[config.mk]
export PLATFORM = sky130hd
export DESIGN_NAME = axicb_mcfifo
export DESIGN_NICKNAME = d
export VERILOG_FILES = /design/src/rtl/axicb_mcfifo.sv
export SDC_FILE = /design/constraint.sdc
export NUM_CORES = 1
export LEC_CHECK = 0
export BUFFER_PORTS_ARGS = -buffer_cell sky130_fd_sc_hd__buf_2
export CORE_ASPECT_RATIO = 2
export CORE_UTILIZATION = 50
export CTS_CLUSTER_SIZE = 28
export DETAILED_ROUTE_END_ITERATION = 12
export PLACE_DENSITY = 0.67
export RECOVER_POWER = 25
export SETUP_SLACK_MARGIN = 0.5
export SLEW_MARGIN = 20
export SYNTH_ARGS = -nofsm -noshare
export SYNTH_HDL_FRONTEND = slang
export SYNTH_SLANG_ARGS = --single-unit
export TNS_END_PERCENT = 5
[constraint.sdc]
create_clock -name aclk -period 4.9 [get_ports aclk]
set_clock_uncertainty 0.15 [all_clocks]
set_input_delay 0.98 -clock aclk [delete_from_list [all_inputs] [get_ports aclk]]
set_output_delay 0.98 -clock aclk [all_outputs]
set_load 0.01 [all_outputs]
[src/rtl/axicb_mcfifo.sv]
// Multi-channel single-clock FIFO: NB_CH queues share one simple dual-port RAM.
// Define AXICB_MCFIFO_FFD_EN for a registered (1-cycle) read port; default is combinational.
module axicb_mcfifo #(
  parameter int unsigned NB_CH        = 4,
  parameter int unsigned DEPTH        = 8,
  parameter int unsigned DATA_WIDTH   = 8,
  parameter int unsigned AFULL_THRESH = 6,
  localparam int unsigned CH_W  = (NB_CH > 1) ? $clog2(NB_CH) : 1,
  localparam int unsigned PTR_W = $clog2(DEPTH),
  localparam int unsigned LVL_W = PTR_W + 1
) (
  input  logic                    aclk,
  input  logic                    aresetn,
  input  logic [NB_CH-1:0]        flush,
  input  logic                    push,
  input  logic [CH_W-1:0]         push_ch,
  input  logic [DATA_WIDTH-1:0]   data_in,
  input  logic                    pop,
  input  logic [CH_W-1:0]         pop_ch,
  output logic                    out_valid,
  output logic [CH_W-1:0]         out_ch,
  output logic [DATA_WIDTH-1:0]   data_out,
  output logic [NB_CH-1:0]        empty,
  output logic [NB_CH-1:0]        full,
  output logic [NB_CH-1:0]        afull,
  output logic [NB_CH*LVL_W-1:0]  level
);

  localparam int unsigned ADDR_W   = CH_W + PTR_W;
  localparam int unsigned NB_WORDS = NB_CH * DEPTH;

  logic [DATA_WIDTH-1:0] mem [NB_WORDS];

  logic [PTR_W-1:0] wr_ptr [NB_CH];
  logic [PTR_W-1:0] rd_ptr [NB_CH];
  logic [LVL_W-1:0] cnt    [NB_CH];

  logic             push_hit, push_full, push_flush;
  logic             pop_hit, pop_empty, pop_flush;
  logic [PTR_W-1:0] wr_ptr_sel, rd_ptr_sel;
  logic             push_ok, pop_ok, push_acc, pop_acc;
  logic [NB_CH-1:0] wr_inc, rd_inc;
  logic [ADDR_W-1:0] wr_addr, rd_addr;

  // Status flags decoded from the per-channel occupancy counters
  always_comb begin
    empty = '0;
    full  = '0;
    afull = '0;
    level = '0;
    for (int ch = 0; ch < NB_CH; ch++) begin
      empty[ch] = (cnt[ch] == '0);
      full[ch]  = (cnt[ch] == LVL_W'(DEPTH));
      afull[ch] = (cnt[ch] >= LVL_W'(AFULL_THRESH));
      level[ch*LVL_W +: LVL_W] = cnt[ch];
    end
  end

  // Channel select by match loop so out-of-range channel numbers hit nothing
  always_comb begin
    push_hit   = 1'b0;
    push_full  = 1'b0;
    push_flush = 1'b0;
    pop_hit    = 1'b0;
    pop_empty  = 1'b0;
    pop_flush  = 1'b0;
    wr_ptr_sel = '0;
    rd_ptr_sel = '0;
    for (int ch = 0; ch < NB_CH; ch++) begin
      if (push_ch == CH_W'(ch)) begin
        push_hit   = 1'b1;
        push_full  = full[ch];
        push_flush = flush[ch];
        wr_ptr_sel = wr_ptr[ch];
      end
      if (pop_ch == CH_W'(ch)) begin
        pop_hit    = 1'b1;
        pop_empty  = empty[ch];
        pop_flush  = flush[ch];
        rd_ptr_sel = rd_ptr[ch];
      end
    end
  end

  assign push_ok  = push && push_hit && !push_full;
  assign pop_ok   = pop && pop_hit && !pop_empty;
  assign push_acc = push_ok && !push_flush;
  assign pop_acc  = pop_ok && !pop_flush;

  assign wr_addr = {push_ch, wr_ptr_sel};
  assign rd_addr = {pop_ch, rd_ptr_sel};

  always_comb begin
    wr_inc = '0;
    rd_inc = '0;
    for (int ch = 0; ch < NB_CH; ch++) begin
      wr_inc[ch] = push_acc && (push_ch == CH_W'(ch));
      rd_inc[ch] = pop_acc && (pop_ch == CH_W'(ch));
    end
  end

  // Shared storage; intentionally not reset
  always_ff @(posedge aclk) begin
    if (push_acc) begin
      mem[wr_addr] <= data_in;
    end
  end

  // Per-channel pointers and occupancy; flush wins over same-cycle traffic
  always_ff @(posedge aclk or negedge aresetn) begin
    if (!aresetn) begin
      for (int ch = 0; ch < NB_CH; ch++) begin
        wr_ptr[ch] <= '0;
        rd_ptr[ch] <= '0;
        cnt[ch]    <= '0;
      end
    end else begin
      for (int ch = 0; ch < NB_CH; ch++) begin
        if (flush[ch]) begin
          wr_ptr[ch] <= '0;
          rd_ptr[ch] <= '0;
          cnt[ch]    <= '0;
        end else begin
          if (wr_inc[ch]) begin
            wr_ptr[ch] <= wr_ptr[ch] + PTR_W'(1);
          end
          if (rd_inc[ch]) begin
            rd_ptr[ch] <= rd_ptr[ch] + PTR_W'(1);
          end
          if (wr_inc[ch] && !rd_inc[ch]) begin
            cnt[ch] <= cnt[ch] + LVL_W'(1);
          end else if (!wr_inc[ch] && rd_inc[ch]) begin
            cnt[ch] <= cnt[ch] - LVL_W'(1);
          end
        end
      end
    end
  end

`ifdef AXICB_MCFIFO_FFD_EN
  // Registered read port; data_out holds its value between pops
  always_ff @(posedge aclk or negedge aresetn) begin
    if (!aresetn) begin
      out_valid <= 1'b0;
      out_ch    <= '0;
      data_out  <= '0;
    end else begin
      out_valid <= pop_acc;
      if (pop_acc) begin
        out_ch   <= pop_ch;
        data_out <= mem[rd_addr];
      end
    end
  end
`else
  // Combinational read port, forced to zero while in reset
  always_comb begin
    out_valid = pop_ok && aresetn;
    out_ch    = aresetn ? pop_ch : '0;
    data_out  = aresetn ? mem[rd_addr] : '0;
  end
`endif

endmodule

**Yosys cells after proc, flatten, opt, wreduce, memory -nomap -nowiden**

Memory sizes are Yosys's and may differ from the RTL's.
Cells that the tools add are included.

- Bits in registers: 40
- Bits in writable memories: 256
- Input bits: 20
- Output and inout bits: 39
- Logic and storage cells: 160
- Memories kept: 1

- Add/subtract/negate cells: 16
- Magnitude comparators: 4
- Eq/ne operators: 10
- Multiplexer cells: 64
- Reduce and logical (&&, ||, !) cells: 53

Memories:

| name | words | bits a word | read ports | clocked after Yosys merged registers in | wr ports | line | RTL |
|---|---|---|---|---|---|---|---|
| mem | 32 | 8 | 1 | 0 | 1 | 32 | `logic [DATA_WIDTH-1:0] mem [NB_WORDS];` |

Operators by type and width:

| operator | count |
|---|---|
| $mux 3 | 24 |
| $mux 4 | 12 |
| $mux 1 | 26 |
| $add 3x1->3 const B | 8 |
| $logic_and 1x1->1 | 23 |
| $add 4x1->4 const B | 4 |
| $eq 4x4->1 const B | 4 |
| $ge 4x3->1 const B | 4 |
| $logic_not 4->1 | 4 |
| $reduce_bool 2->1 | 8 |
| $sub 4x1->4 const B | 4 |
| $logic_not 1->1 | 12 |
| $reduce_bool 3->1 | 4 |
| $eq 2x2->1 const B | 4 |
| $mux 8 | 1 |
| $eq 2x1->1 const B | 2 |
| $logic_not 2->1 | 2 |
| $mux 2 | 1 |

**Depth between registers and ports, before layout**

Gate-level depths: netlist (run 1).

- Word-level depth: 14
- Mapped depth: 12
- Gate-level depth less buffers: 9

**Worst setup path before layout (run 1)**

No wires, ideal clock.

- Kind: input-to-output
- From: input pop_ch[0]
- To: output data_out[0]
- Data arrival time: 2.731 ns
- Data required time: 3.770 ns
- Slack: 1.039 ns
- Cell stages on the path: 9
- Buffers on the path: 4
- Path through: buf_6 -> mux4_2 -> buf_6 -> or2_1 -> buf_6 -> buf_6 -> o22ai_1 -> nor2_1 -> nor4_2

- Word-level cells in the longest chain between the ends: 7
- Elaborated cells between the ends (all ways): 10
- Classes of those cells: eq/ne (3); mux (5); reduce/logical (1); memory (1)

RTL lines:

| item | line | RTL |
|---|---|---|
| start: declaration | 19 | `input logic [CH_W-1:0] pop_ch,` |
| $logic_not 2->1 | 76 | `if (pop_ch == CH_W'(ch)) begin` |
| $mux 3 (4 in series) | 76 |  |
| $mem_v2 32x8 (*) | - |  |
| $mux 8 (*) | 160 | `data_out = aresetn ? mem[rd_addr] : '0;` |
| end: declaration | 22 | `output logic [DATA_WIDTH-1:0] data_out,` |

Every way passes the cells marked *; elsewhere a longest branch is shown, timed or not.

**Worst setup path after layout (run 1)**

- From: input pop_ch[0]
- To: output data_out[4]

The elaborated chain is that of the path after synthesis.

==> run_results.csv, run 1 <==
group,metric,value,unit
status,status,"finished, violations left",
status,violations,"capacitance limit, slew limit",
global_routing,grt_usage,24.3,%
cts,cts_root_buffer,"clkbuf_16",
finish,drive_gt1_share,18.1,%
power_and_ir_drop,p_clk_share,38.5,%
timing,setup_violations,0,
route,drc,0,
cts,cts_sinks,296,
timing,fin_crit_sh,90.5,%
synthesis,yosysSeqAreaShare,66.9,%
placement,dp_hpwl,21.5,mm
placement,io_buffers,58,
timing,min_period,4.44,ns
synthesis,synth_compound_area_share,5.61,%
setup_path,crit_required,3.77,ns
global_routing,grt.overflow.total,0,
route,drtIter0Drc,557,
global_routing,grt_max_degree,44,
power_and_ir_drop,p_switching,1080,uW
run,cap_violations,3,
synthesis,yosysWarnings,0,
route,vias,7640,
power_and_ir_drop,p_leak,0.00515,uW
die,rows,83,
power_and_ir_drop,combPwrFrac,6.5,%
synthesis,synth_nets,899,
cts,htree_num_levels,1,
power_and_ir_drop,total_power,5060,uW
power_and_ir_drop,switching_share,21.4,%
global_routing,grt_pass1_vias,7756,
synthesis,synth_mux_area_share,13.4,%
synthesis,synth-main-ff-cell,"edfxtp_1",
synthesis,ys_ff_latch,296,
cts,insertion_delay,0.53,ns
finish,area_delta_synth_final,14.5,%
setup_path,crit_fanout,14,
synthesis,synth_edf_count,256,
power_and_ir_drop,peakVddDrop,0.253,mV
synthesis,syn-mean-instance-area,15.1,sq um
synthesis,synth-simple-area-share,7.90,%
synthesis,synth-adder-area-share,2.16,%
route,drtPass1Iterations,8,
placement,gp_congestion,0.850,
die,die-area,0.0267,sq mm
cts,path_clk_slew,0.07,ns
timing,slew_viol_final,99,
finish,finalNonFillerCells,1301,
cts,cts_buffers,24,
timing,slew_headroom,-5.13,%
power_and_ir_drop,p_seq_share,55.0,%
finish,antennaDiodeCount,0,
synthesis,netlist_area,0.0130,sq mm
route,ant_nets,0,
route,vias_per_cell,5.87,
route,drt_wl_total,31.6,mm
route,wl_per_cell,24.3,um
die,die_x,116,um
die,core,0.0255,sq mm
synthesis,synthDistinctLibCells,51,
power_and_ir_drop,p_int,3980,uW
die,pin_count,59,
setup_path,critPathArrivalTime,3.31,ns
power_and_ir_drop,power_density,340,mW/mm^2
finish,nets,983,
synthesis,syn_inst,859,
synthesis,synth_top_family_by_area,"multiplexers",
setup_path,critPathLaunchType,"input pin",
cts,hold_buffers,0,
setup_path,r2r_slack,1.47,ns
setup_path,critPathKind,"in2out",
setup_path,endpoint_kind,"output pin",
min_path,hold_class,"reg2reg",
cts,cts_tree,"built",
timing,fmax,225,MHz
synthesis,synthXorXnorAreaFrac,1.55,%
die,initial_core_util,50.8,%
placement,numPlacedInstances,1248,
finish,utilization,58.2,%
die,dieHeight,230,um
timing,worstMarginPinSlew,1.58,ns
timing,fin_setup_tns,0,ns
timing,grt_setup_unrepaired,"false",
global_routing,grt_first_pass_wirelength,46.4,mm
global_routing,antenna_found_initial,0,
cts,clk_path_buf_depth,3,
timing,hold_violations,0,
synthesis,synthArstFlopShare,13.5,%
## final timing paths
kind                            start     endpoint  cells after the start
max                         pop_ch[0]  data_out[4]                      8
min                        wr_ptr[10]   wr_ptr[10]                      2
max reg2reg                 level[11]    mem[8][4]                      5
min reg2reg                wr_ptr[10]   wr_ptr[10]                      2
max in group asynchronous     aresetn     level[1]                      2
min in group asynchronous     aresetn    wr_ptr[8]                      2
## cell type report
cell class                 count  area [sq um]
fill                        2051         10700
sequential                   296          8690
multi-input combinational    504          4070
timing repair buffer         104           837
clock buffer                  31           648
tap                          340           425
clock inverter                13           143
inverter                      13          48.8
## metal layers
| layer | track usage (%) | up-vias | wire length [um] |
|---|---|---|---|
| met3 | 2.24 | 78 | 1280 |
| met2 | 45.3 | 263 | 17700 |
| met1 | 25.7 | 3831 | 10800 |
| met4 | 14.5 | 0 | 1910 |
| li1 | - | 3468 | - |
| met5 | 0 | - | 0 |
## synth_stat cells (9+ instances only)
master | count | area (sq um)
edfxtp_1 | 256 | 7690
mux2i_1 | 160 | 1600
nor2_1 | 59 | 221
nand2_1 | 44 | 165
dfrtp_1 | 40 | 1000
o221ai_1 | 24 | 210
a21oi_1 | 22 | 110
nor3_1 | 21 | 105
clkbuf_1 | 18 | 67.6
ha_1 | 16 | 200
buf_2 | 15 | 75.1
xnor2_1 | 14 | 123
inv_1 | 13 | 48.8
o2111ai_1 | 13 | 114
a21o_1 | 12 | 90.1
o22ai_1 | 12 | 75.1
o21ai_0 | 10 | 50.1
xor2_1 | 9 | 78.8
## critical path, stage by stage
cell and delay [ns]:
buf_6 0.13, mux4_4 0.66, buf_12 0.19, clkbuf_16 0.21
mux2i_1 0.33, o2111ai_1 0.24, nor4_2 0.37, buf_2 0.18
## power groups by stage
stage	registers (uW)	clock network, uW	logic [uW]
detailed placement	2830	0	317
floorplan	2830	0	176
CTS	2780	1970	323
finish	2780	1950	330
global route	2780	2060	359
global placement	2830	0	312
## placed cells by master (no fill, tap or decap), types with 7 or more instances in the layout
cell / count
edfxtp_1: 256
mux2i_1: 148
nor2_1: 59
buf_2: 51
nand2_1: 44
dfrtp_1: 40
buf_4: 34
clkbuf_16: 31
o221ai_1: 24
a21oi_1: 22
nor3_1: 21
ha_1: 16
xnor2_1: 14
inv_1: 13
mux2i_2: 13
o2111ai_1: 12
a21o_1: 12
clkbuf_1: 12
o21ai_0: 10
o22ai_1: 9
xor2_1: 9
nor4_2: 8
nor3b_1: 7
## sequential cells by signal, summed over array words and instances, names as in the netlist
register  flops
level        16
wr_ptr       12
rd_ptr       12
mem         256
## logic make-up after synthesis
family          after synthesis
compound gates              103
xor+xnor                     23
buf+inv                      59
simple gates                190
fa+ha+maj                    20
mux                         168
flops                       296
## through the flow
step | worst slack [ns] | hold slack, ns | instance area [sq um]
after CTS | 0.476 | 0.417 | 14600
after floorplan | 1.04 | 0.323 | 13000
after detailed placement | 0.313 | 0.399 | 13700
after global routing | 0.492 | 0.453 | 14900
after global placement | 0.355 | 0.392 | 13700
final | 0.464 | 0.410 | 14900
## timing repair
action | in CTS | in global routing
setup endpoints to repair | 8 | 8
setup buffers | 0 | 2
gates resized for setup | 9 | 20
gates cloned | 1 | 6
pin swaps | 0 | 6
Note: power is estimated with default switching activity, not from simulation.
==> run 2: changes to the inputs <==
==> constraint.sdc (replaced) <==
create_clock -name aclk -period 4.9 [get_ports aclk]
set_clock_uncertainty 0.15 [all_clocks]
set_input_delay 0.735 -clock aclk [delete_from_list [all_inputs] [get_ports aclk]]
set_output_delay 0.735 -clock aclk [all_outputs]
set_load 0.01 [all_outputs]
==> run_results.csv, run 2 (same netlist as run 1, synthesis figures left out) <==
group,metric,value,unit
timing,grt_setup_unrepaired,"false",
setup_path,critPathKind,"in2out",
cts,cts_sinks,296,
finish,top_register,"mem",
die,dieHeight,230,um
die,initial_core_util,50.8,%
status,status,"finished, violations left",
route,ant_nets,0,
cts,cts_root_buffer,"clkbuf_16",
power_and_ir_drop,p_leak,0.00499,uW
route,drtIter0Drc,548,
global_routing,grt_first_pass_wirelength,45.4,mm
power_and_ir_drop,power_density,356,mW/mm^2
setup_path,critPathArrivalTime,3.48,ns
status,violations,"capacitance limit, slew limit",
die,rows,83,
die,pin_count,59,
route,vias,7507,
finish,nets,962,
cts,hold_buffers,0,
placement,dp_hpwl,20.6,mm
timing,holdWs,0.393,ns
timing,slew_headroom,-15.2,%
setup_path,endpoint_kind,"output pin",
timing,worstMarginPinSlew,1.73,ns
finish,final_common_cell,"edfxtp_1",
cts,cts_tree,"built",
global_routing,grt_pass1_vias,7644,
placement,io_buffers,58,
finish,fin_area,0.0146,sq mm
timing,hold_violations,0,
finish,drive_gt1_share,15.0,%
setup_path,critPathLaunchType,"input pin",
power_and_ir_drop,peakVddDrop,0.244,mV
power_and_ir_drop,total_power,5190,uW
die,die_x,116,um
cts,path_clk_slew,0.07,ns
run,cap_violations,7,
global_routing,grt_max_degree,41,
timing,fmax,229,MHz
cts,cts_buffers,25,
timing,min_period,4.36,ns
die,core,0.0255,sq mm
finish,most-common-layout-cells,"edfxtp_1, mux2i_1, nor2_1",
route,vias_per_cell,5.86,
route,wl_per_cell,23.8,um
finish,largest_register_ffs,256,
die,die-area,0.0267,sq mm
timing,slew_viol_final,228,
finish,antennaDiodeCount,0,
cts,insertion_delay,0.53,ns
global_routing,grt_usage,23.5,%
cts,clk_path_buf_depth,3,
finish,utilization,57.0,%
placement,place_area,0.0137,sq mm
cts,htree_num_levels,1,
setup_path,crit_fanout,40,
setup_path,crit_required,4.01,ns
timing,fin_setup_tns,0,ns
route,drc,0,
route,drtPass1Iterations,5,
global_routing,antenna_found_initial,0,
timing,fin_crit_sh,89.0,%
finish,area_delta_synth_final,12.1,%
route,drt_wl_total,30.5,mm
timing,setup_violations,0,
global_routing,grt.overflow.total,0,
placement,gp_congestion,0.860,
min_path,hold_class,"in2reg",
[run 2: cell type report]
cell class | instances | area [sq um]
Clock buffer | 29 | 651
Clock inverter | 16 | 203
Fill cell | 2084 | 11000
Inverter | 13 | 48.8
Multi-Input combinational cell | 505 | 4040
Sequential cell | 296 | 8690
Tap cell | 340 | 425
Timing Repair Buffer | 81 | 504
[run 2: critical path, cell delays in order]
cell       delay [ns]
buf_2            0.36
mux4_2           0.67
buf_12           0.24
mux2i_1          0.15
mux2i_1          0.41
o2111ai_1        0.23
nor4_2           0.44
buf_2            0.19
[run 2: path summary, 6_finish.rpt]
path / start / to / slack (ns) / cells past startpoint
max: pop_ch[0] / data_out[5] / 0.54 / 8
min: flush[0] / rd_ptr[11] / 0.39 / 2
max reg2reg: level[11] / mem[16][7] / 1.52 / 5
min reg2reg: wr_ptr[4] / wr_ptr[4] / 0.41 / 2
max in group asynchronous: aresetn / level[10] / 2.98 / 2
min in group asynchronous: aresetn / rd_ptr[4] / 0.51 / 1
[run 2: power by group]
group	switching [uW]	internal, uW	total (uW)
Combinational	209	116	325
Clock	865	1210	2080
Sequential	23.8	2760	2780
[run 2: through the flow]
stage / std cells / setup WS, ns
3_3_place_gp: 1233 / 0.526
6_report: 1280 / 0.539
4_1_cts: 1278 / 0.506
2_1_floorplan: 859 / 1.53
3_5_place_dp: 1233 / 0.514
5_1_grt: 1280 / 0.464
[run 2: timing repair]
action                     CTS  global route
gates resized for setup      0             3
setup endpoints to repair    0             6
buffers inserted             0             1
[run 2: routing by layer]
| layer | GRT usage (%) | share of wire, % |
|---|---|---|
| met1 | 26.3 | 35 |
| met2 | 43.9 | 56 |
| met3 | 2.37 | 4.5 |
| met4 | 10.7 | 4.7 |
| met5 | 0 | 0 |
==> run 3: changes to the inputs <==
--- a/config.mk
+++ b/config.mk
@@ -7,10 +7,9 @@
 export LEC_CHECK = 0
 export BUFFER_PORTS_ARGS = -buffer_cell sky130_fd_sc_hd__buf_2
 export CORE_ASPECT_RATIO = 2
-export CORE_UTILIZATION = 50
+export CORE_UTILIZATION = 45
 export CTS_CLUSTER_SIZE = 28
 export DETAILED_ROUTE_END_ITERATION = 12
-export PLACE_DENSITY = 0.67
 export RECOVER_POWER = 25
 export SETUP_SLACK_MARGIN = 0.5
 export SLEW_MARGIN = 20
==> run_results.csv, run 3 (same netlist as run 1, synthesis figures left out) <==
group,metric,value,unit
global_routing,antenna_found_initial,0,
placement,gp_congestion,0.835,
placement,pre_cts_ws,0.623,ns
cts,cts_root_buffer,"clkbuf_16",
placement,io_buffers,58,
timing,setup_violations,0,
die,pin_count,59,
finish,largest_register_ffs,256,
cts,path_clk_slew,0.07,ns
cts,insertion_delay,0.54,ns
timing,fin_crit_sh,85.4,%
cts,clk_path_buf_depth,3,
route,drtIter0Drc,458,
run,cap_violations,6,
power_and_ir_drop,p_clk_share,39.3,%
route,vias_per_cell,5.64,
timing,fmax,239,MHz
die,initial_core_util,45.9,%
route,ant_nets,0,
finish,fin_area,0.0147,sq mm
finish,area_delta_synth_final,13.0,%
placement,dp_hpwl,22.4,mm
setup_path,endpoint_kind,"output pin",
die,die_x,122,um
finish,final_common_cell,"edfxtp_1",
setup_path,critPathArrivalTime,3.30,ns
global_routing,grt_pass1_vias,7623,
global_routing,grt_max_degree,44,
cts,cts_sinks,296,
timing,slew_headroom,-60.1,%
power_and_ir_drop,total_power,5110,uW
finish,nFillCells,2425,
die,rows,87,
power_and_ir_drop,combPwrFrac,6.3,%
power_and_ir_drop,p_int,4020,uW
timing,fin_ws,0.715,ns
finish,drive_gt1_share,17.1,%
timing,grt_setup_unrepaired,"false",
setup_path,critPathKind,"in2out",
min_path,hold_class,"in2reg",
placement,place_area,0.0138,sq mm
route,drt_wl_total,30.9,mm
cts,hold_buffers,0,
power_and_ir_drop,p_leak,0.00511,uW
status,status,"finished, violations left",
die,dieHeight,242,um
finish,antennaDiodeCount,0,
cts,cts_tree,"built",
status,violations,"capacitance limit, slew limit",
finish,most-common-layout-cells,"edfxtp_1, mux2i_1, nor2_1",
global_routing,grt_usage,21.9,%
timing,worstMarginPinSlew,2.40,ns
finish,top_register,"mem",
global_routing,grt.overflow.total,0,
die,die-area,0.0296,sq mm
power_and_ir_drop,p_switching,1090,uW
cts,htree_num_levels,1,
power_and_ir_drop,peakVddDrop,0.224,mV
route,drc,0,
setup_path,crit_required,4.01,ns
cts,cts_buffers,25,
timing,slew_viol_final,208,
finish,nets,988,
power_and_ir_drop,switching_share,21.4,%
route,drtPass1Iterations,4,
timing,holdWs,0.381,ns
timing,fin_setup_tns,0,ns
power_and_ir_drop,p_seq_share,54.4,%
global_routing,grt_first_pass_wirelength,46.5,mm
setup_path,critPathLaunchType,"input pin",
setup_path,crit_fanout,29,
route,wl_per_cell,23.4,um
die,core,0.0283,sq mm
route,vias,7455,
timing,min_period,4.18,ns
timing,hold_violations,0,
power_and_ir_drop,power_density,349,mW/mm^2
[run 3: layout make-up]
type / instances / area (sq um) / area share, %
flip-flops and latches: 296 / 8690 / 59.2
clock inverters: 17 / 190 / 1.30
repair buffers: 108 / 668 / 4.55
multi-input cells: 504 / 3990 / 27.2
clock buffers: 28 / 637 / 4.34
well taps: 356 / 445 / 3.04
inverters: 13 / 48.8 / 0.333
[run 3: power by group through the flow]
stage | clock network, uW | registers (uW) | logic [uW]
final | 2010 | 2780 | 322
after global routing | 2150 | 2780 | 351
after CTS | 2060 | 2780 | 327
after detailed placement | 0 | 2830 | 326
after global placement | 0 | 2830 | 321
after floorplan | 0 | 2830 | 176
[run 3: path summary, 6_finish.rpt]
check,cells past startpoint,to,slack [ns],start
setup / recovery,8,data_out[0],0.72,pop_ch[0]
hold / removal,2,rd_ptr[11],0.38,flush[0]
setup reg to reg,5,mem[3][7],1.32,level[9]
hold reg to reg,1,wr_ptr[0],0.40,wr_ptr[0]
max in group asynchronous,2,level[15],2.14,aresetn
min in group asynchronous,2,level[2],1.06,aresetn
[run 3: repair_timing]
item                                    in CTS  in global routing
endpoints found under the setup margin       0                  1
setup buffers                                0                  8
resized for setup                            0                  0
[run 3: metal layers]
layer	vias to the layer above	routed length, um	global-route usage, %
met5	-	0	0
met4	0	1460	11.0
met3	61	984	2.31
met2	172	17500	41.3
met1	3741	11000	23.3
li1	3481	-	-
[run 3: per-stage QoR]
| step | utilization (%) | std cells |
|---|---|---|
| 6_report | 51.8 | 1322 |
| 5_1_grt | 51.8 | 1322 |
| 4_1_cts | 51.7 | 1314 |
| 3_5_place_dp | 48.7 | 1269 |
| 3_3_place_gp | 48.7 | 1269 |
| 2_1_floorplan | - | 859 |
[run 3: worst max-delay path: stages]
cell	delay, ns
buf_2	0.30
mux4_2	0.62
buf_4	0.32
mux2i_1	0.21
mux2i_1	0.29
o2111ai_1	0.22
nor4_2	0.38
buf_2	0.19
